--- src/rtl/dense_mac_if.sv ---
// Beat/result bundle for dense_mac_array: activation+weights in, lane sums out.
// Both channels use valid/ready: a transfer happens on a rising clk edge where
// valid && ready; the source holds its payload stable until that edge, and ready
// may depend combinationally on the receiver's state but never on valid.
interface dense_mac_if #(
  parameter int BIT_DATA = 8,
  parameter int KSIZE    = 4,
  parameter int DEPTH    = 16
);
  localparam int BIT_LEN = $clog2(DEPTH) + 1;
  localparam int BIT_ACC = 2 * BIT_DATA + $clog2(DEPTH);

  logic [BIT_LEN-1:0]        len;
  logic                      in_valid;
  logic                      in_ready;
  logic [BIT_DATA-1:0]       x;
  logic [BIT_DATA*KSIZE-1:0] w;
  logic                      term;
  logic                      out_valid;
  logic                      out_ready;
  logic [BIT_ACC*KSIZE-1:0]  y;
  logic [BIT_LEN-1:0]        y_cnt;

  modport master (
    output len, in_valid, x, w, term, out_ready,
    input  in_ready, out_valid, y, y_cnt
  );

  modport slave (
    input  len, in_valid, x, w, term, out_ready,
    output in_ready, out_valid, y, y_cnt
  );
endinterface

--- src/rtl/dense_mac_array.sv ---
// Streaming KSIZE-lane signed MAC: accumulates x*w[i] over a vector of len beats.
// Optional early vector termination on the term input: define DENSE_EARLY_TERM_EN.
module dense_mac_array #(
  parameter int BIT_DATA = 8,
  parameter int KSIZE    = 4,
  parameter int DEPTH    = 16
) (
  input  logic        clk,
  input  logic        reset,
  dense_mac_if.slave  bus,
  output logic        dbg_state
);
  localparam int BIT_LEN  = $clog2(DEPTH) + 1;
  localparam int BIT_ACC  = 2 * BIT_DATA + $clog2(DEPTH);
  localparam int BIT_PROD = 2 * BIT_DATA;
  localparam logic [BIT_LEN-1:0] DEPTH_L = BIT_LEN'(DEPTH);

  typedef enum logic {ACCUM = 1'b0, DONE = 1'b1} state_t;

  state_t                   state;
  logic                     first;
  logic [BIT_ACC*KSIZE-1:0] acc;
  logic [BIT_ACC*KSIZE-1:0] acc_nxt;
  logic [BIT_LEN-1:0]       cnt;
  logic [BIT_LEN-1:0]       cnt_nxt;
  logic [BIT_LEN-1:0]       len_q;
  logic [BIT_LEN-1:0]       len_eff;
  logic [BIT_LEN-1:0]       len_cmp;
  logic                     out_valid_q;
  logic [BIT_ACC*KSIZE-1:0] y_q;
  logic [BIT_LEN-1:0]       y_cnt_q;
  logic                     accept;
  logic                     term_hit;
  logic                     close;

  assign bus.in_ready  = (state == ACCUM) && !reset;
  assign bus.out_valid = out_valid_q;
  assign bus.y         = y_q;
  assign bus.y_cnt     = y_cnt_q;
  assign dbg_state     = state;

  assign accept  = bus.in_valid && bus.in_ready;
  assign len_eff = (bus.len == '0 || bus.len > DEPTH_L) ? DEPTH_L : bus.len;
  // A first beat must close against its own len, not the stale len_q.
  assign len_cmp = first ? len_eff : len_q;
  assign cnt_nxt = first ? BIT_LEN'(1) : cnt + BIT_LEN'(1);

`ifdef DENSE_EARLY_TERM_EN
  assign term_hit = bus.term;
`else
  // term is part of the port set but carries no meaning in this build.
  assign term_hit = bus.term & 1'b0;
`endif

  assign close = accept && ((cnt_nxt == len_cmp) || term_hit);

  for (genvar i = 0; i < KSIZE; i++) begin : g_lane
    logic signed [BIT_DATA-1:0] w_lane;
    logic signed [BIT_PROD-1:0] prod;
    logic        [BIT_ACC-1:0]  prod_ext;

    assign w_lane   = bus.w[BIT_DATA*i +: BIT_DATA];
    assign prod     = $signed(bus.x) * w_lane;
    assign prod_ext = {{(BIT_ACC-BIT_PROD){prod[BIT_PROD-1]}}, prod};
    // The first beat overwrites, so a finished vector never leaks into the next.
    assign acc_nxt[BIT_ACC*i +: BIT_ACC] =
      first ? prod_ext : acc[BIT_ACC*i +: BIT_ACC] + prod_ext;
  end

  always_ff @(posedge clk) begin
    if (reset) begin
      state       <= ACCUM;
      first       <= 1'b1;
      acc         <= '0;
      cnt         <= '0;
      len_q       <= DEPTH_L;
      out_valid_q <= 1'b0;
      y_q         <= '0;
      y_cnt_q     <= '0;
    end else begin
      case (state)
        ACCUM: begin
          if (accept) begin
            acc   <= acc_nxt;
            cnt   <= cnt_nxt;
            first <= 1'b0;
            if (first) len_q <= len_eff;
            if (close) begin
              state       <= DONE;
              out_valid_q <= 1'b1;
              y_q         <= acc_nxt;
              y_cnt_q     <= cnt_nxt;
            end
          end
        end
        DONE: begin
          if (bus.out_ready) begin
            state       <= ACCUM;
            out_valid_q <= 1'b0;
            first       <= 1'b1;
          end
        end
        default: state <= ACCUM;
      endcase
    end
  end
endmodule

--- src/flat_wrapper.sv ---
// flat-port wrapper written by rule: the top's interface ports become plain ports
module dense_mac_array_flat 
#(
  parameter int BIT_DATA = 8,
  parameter int KSIZE    = 4,
  parameter int DEPTH    = 16
)
  (clk, reset, dbg_state, bus_len, bus_in_valid, bus_x, bus_w, bus_term, bus_out_ready, bus_in_ready, bus_out_valid, bus_y, bus_y_cnt);
  dense_mac_if #(.BIT_DATA(BIT_DATA), .KSIZE(KSIZE), .DEPTH(DEPTH)) bus_i ();
  input  logic clk;
  input  logic reset;
  output logic dbg_state;
  input wire logic [$bits(bus_i.len)-1:0] bus_len;
  input wire logic [$bits(bus_i.in_valid)-1:0] bus_in_valid;
  input wire logic [$bits(bus_i.x)-1:0] bus_x;
  input wire logic [$bits(bus_i.w)-1:0] bus_w;
  input wire logic [$bits(bus_i.term)-1:0] bus_term;
  input wire logic [$bits(bus_i.out_ready)-1:0] bus_out_ready;
  output wire logic [$bits(bus_i.in_ready)-1:0] bus_in_ready;
  output wire logic [$bits(bus_i.out_valid)-1:0] bus_out_valid;
  output wire logic [$bits(bus_i.y)-1:0] bus_y;
  output wire logic [$bits(bus_i.y_cnt)-1:0] bus_y_cnt;
  assign bus_i.len = bus_len;
  assign bus_i.in_valid = bus_in_valid;
  assign bus_i.x = bus_x;
  assign bus_i.w = bus_w;
  assign bus_i.term = bus_term;
  assign bus_i.out_ready = bus_out_ready;
  assign bus_in_ready = bus_i.in_ready;
  assign bus_out_valid = bus_i.out_valid;
  assign bus_y = bus_i.y;
  assign bus_y_cnt = bus_i.y_cnt;
  dense_mac_array #(.BIT_DATA(BIT_DATA), .KSIZE(KSIZE), .DEPTH(DEPTH)) u_core (.clk(clk), .reset(reset), .bus(bus_i), .dbg_state(dbg_state));
endmodule
--- config.mk ---
export PLATFORM = sky130hd
export DESIGN_NAME = dense_mac_array_flat
export DESIGN_NICKNAME = d
export VERILOG_FILES = /design/src/rtl/dense_mac_if.sv /design/src/rtl/dense_mac_array.sv /design/src/flat_wrapper.sv
export SDC_FILE = /design/constraint.sdc
export NUM_CORES = 1
export LEC_CHECK = 0
export CAP_MARGIN = 25
export CORE_UTILIZATION = 50
export CTS_CLUSTER_DIAMETER = 200
export DETAILED_ROUTE_END_ITERATION = 7
export PLACE_DENSITY_LB_ADDON = 0.15
export SLEW_MARGIN = 5
export SYNTH_ARGS = -nofsm -noshare
export SYNTH_HDL_FRONTEND = slang
export SYNTH_SLANG_ARGS = --single-unit
--- constraint.sdc ---
create_clock -name clk -period 11.65 [get_ports clk]
set_input_delay 2.9125 -clock clk [delete_from_list [all_inputs] [get_ports clk]]
set_output_delay 2.9125 -clock clk [all_outputs]
set_load 0.05 [all_outputs]
==> summary.md <==
| Metric | Value |
|---|---|
| First drt pass iteration count | 7 |
| Global-route wire length before repair | 83500 um |
| Cell with the most instances after synthesis | inv_1 |
| CTS Buf Count | 17 |
| Clk Latency, worst-skew pair | 0.45 ns |
| Total GRT Usage | 24.4% |
| Min-Delay Path Class | flop to flop |
| Remaining DRCs | 8 |
| Largest net degree at the start of global routing | 102 |
| Post_cts resized | 0 |
| Gr ovfl total | 0 |
| Num rows | 74 |
| Synth async-reset ratio | 0% |
| Hold Violations, Final | 0 |
| Main combinational cell family by area after synthesis | adder cells |
| Buffers on Ports | 136 |
| RSZ-0062 raised after global routing | false |
| Initial antenna violation count | 0 |
| Number of distinct library cells after synthesis | 68 |
| Post-DP HPWL | 39100 um |
| Most Used Layer, Global Route | met2 |
| Post-CTS setup buffers | 0 |
| Worst-path fanout max | 17 |
| # hold bufs at CTS | 0 |
| Die extent in x | 207 um |
| Via/cell ratio | 5.44 |
| Drt first-iter violations | 801 |
| Post-Synth Simple-Gate Area | 18.1% |
| Crit start category | input pin |
| Crit end category | flop |
| WL final | 50200 um |
| Maxcap violations | 0 |
| Slowest cell on crit path | clkdlybuf4s50_1 |
| Final net count | 3051 |
| Post-synthesis register bit count | 178 |
| Average size of a mapped cell | 8.37 sq um |
| Failing checks | design-rule violations |
| Fin Setup TNS | 0 ns |
| Multiplexer share of the synthesized area | 1.57% |
| Critical path arrival | 10.43 ns |
| Slew headroom | 33.4% |
| Tcrit/Tclk final | 86.9% |
| Synth top cells by count | inv_1 (356), nor2_1 (244), fa_1 (224) |
| Root Driver | clkbuf_16 |
| Routability cong. | 0.867 |
| GR Util met1 | 34.0% |
| Max frequency | 0.0988 GHz |
| DIE AREA | 0.0427 sq mm |
| Endpoints failing setup | 0 |
| GR Util met2 | 40.2% |
| Initial core utilization | 51.0% |
| DR WL/cell | 16.1 um |
| Clock Sinks | 178 |
| Clock transition at path regs | 0.07 ns |
| Largest stage delay on the critical path | 0.99 ns |
| Max-slew violations | 0 |
| CTS tree | yes |
| Post-synth top area cell | fa_1 |
| Status | complete, but fails checks |
| Sequential area share after synthesis | 17.0% |
| Layout cells sized above 1 | 3.33% |
| Post-Synth XOR/XNOR Area | 4.92% |
| Most common cell on crit path | fa_1 |
| Syn-to-layout area delta | 11.4% |
| Clock tree buffer depth | 2 |
| Die Ht | 207 um |
| Met3 Use GR | 3.61% |
| Worst EP required | 11.96 ns |
| N_diodes | 0 |
| # H-tree levels | 4 |
| IO Count | 138 |
| Cell area after synthesis | 0.0209 sq mm |
| Yosys top cell area share | 21.4% |
| Compound-Gate Fraction of Synth Area | 16.2% |
| Post-synth EDFFs | 0 |
| Fin crit period | 10.12 ns |
| DR vias | 16900 |
| Setup CP Type | input pin to flop |
| Syn Nets | 2979 |
| Core Box Area | 0.0410 sq mm |
| Synth warn | 0 |
| Post-DRT Antenna Nets | 0 |
| Most used DFF post-synth | dfxtp_1 |
| Synth Area in Adders | 33.8% |
| Synth top area cells | fa_1 (21%), dfxtp_1 (17%), ha_1 (12%) |
| Vias in the first global route | 16800 |
| Final setup skew | 0.00938 ns |
| Cells after Synth | 2499 |
| Worst-margin pin slew | 0.999 ns |
cell families (layout without fill, tap and decap cells):
group	after synthesis	in the layout
muxes	32	32
buffers and inverters	465	550
AOI/OAI and AO/OA	506	506
adders and majority gates	430	430
DFF	178	178
and+or+nand+nor	773	773
xor gates and xnor gates	115	115
sequential cells by signal, indices dropped and copies added (netlist names):
| register | count |
|---|---|
| u_core.acc | 80 |
| u_core.bus.out_valid | 1 |
| u_core.bus.y | 80 |
| u_core.bus.y_cnt | 5 |
| u_core.cnt | 5 |
| u_core.dbg_state | 1 |
| u_core.first | 1 |
| u_core.len_q | 5 |
area by class of cell:
class                   count  area [sq um]
clock inverters            14           133
well taps                 532           666
repair buffers            162          1560
multi-input cells        1856         15600
fillers                  3832         17700
flip-flops and latches    178          3570
inverters                 356          1340
clock buffers              18           439
cells in the final DEF, fill, tap and decap left out, types with 13 or more instances in the layout:
cell / netlist / routed
nor3_1: 37 / 37
a21oi_1: 133 / 133
o21bai_1: 17 / 17
o21a_1: 13 / 13
nor2b_1: 36 / 35
ha_1: 206 / 206
o21ai_1: 13 / 13
dfxtp_1: 178 / 177
mux2i_1: 25 / 25
fa_1: 224 / 224
nand2b_1: 23 / 23
clkbuf_16: 0 / 17
xor2_1: 32 / 32
inv_1: 356 / 355
xnor2_1: 81 / 81
nor4_1: 15 / 15
o21ai_0: 69 / 69
a211oi_1: 136 / 136
nand2_1: 163 / 163
nor2_1: 244 / 244
and2_1: 173 / 172
clkdlybuf4s50_1: 0 / 135
a311oi_1: 14 / 14
a21o_1: 30 / 30
nand3_1: 31 / 31
buf_4: 0 / 26
layer usage:
metal  up-vias  part of all wire [%]
met5         -                     0
met4         0                   1.4
met3        47                   4.1
met2       312                    46
met1      8128                    49
li1       8449                     -
worst paths after layout:
kind / from / endpoint / slack, ns / cells after the start
worst max-delay path: bus_x[1] / u_core.acc[79] / 1.53 / 25
worst min-delay path: u_core.len_q[3] / u_core.len_q[3] / 0.46 / 2
worst max register to register: u_core.first / u_core.bus.y[5] / 7.43 / 8
worst min register to register: u_core.len_q[3] / u_core.len_q[3] / 0.46 / 2
critical path, delay by kind of cell:
family | cells | cell delay (ns)
compound gates | 10 | 2.37
buf+inv | 5 | 1.55
fa+ha+maj | 6 | 2.39
simple gates | 3 | 0.88
xor+xnor | 1 | 0.31
through the flow:
stage	cells	setup slack (ns)	util (%)	instance area [sq um]	hold slack, ns
finish	3116	1.53	56.8	23300	0.457
CTS	3116	1.60	56.8	23300	0.456
floorplan	2499	2.62	-	20900	0.430
detailed placement	3084	1.14	55.4	22700	0.446
global placement	3084	1.22	55.4	22700	0.444
global route	3116	1.07	56.8	23300	0.473
Power is not shown: default switching activity piles up to over one toggle a cycle in this logic, so the estimate is an artifact.
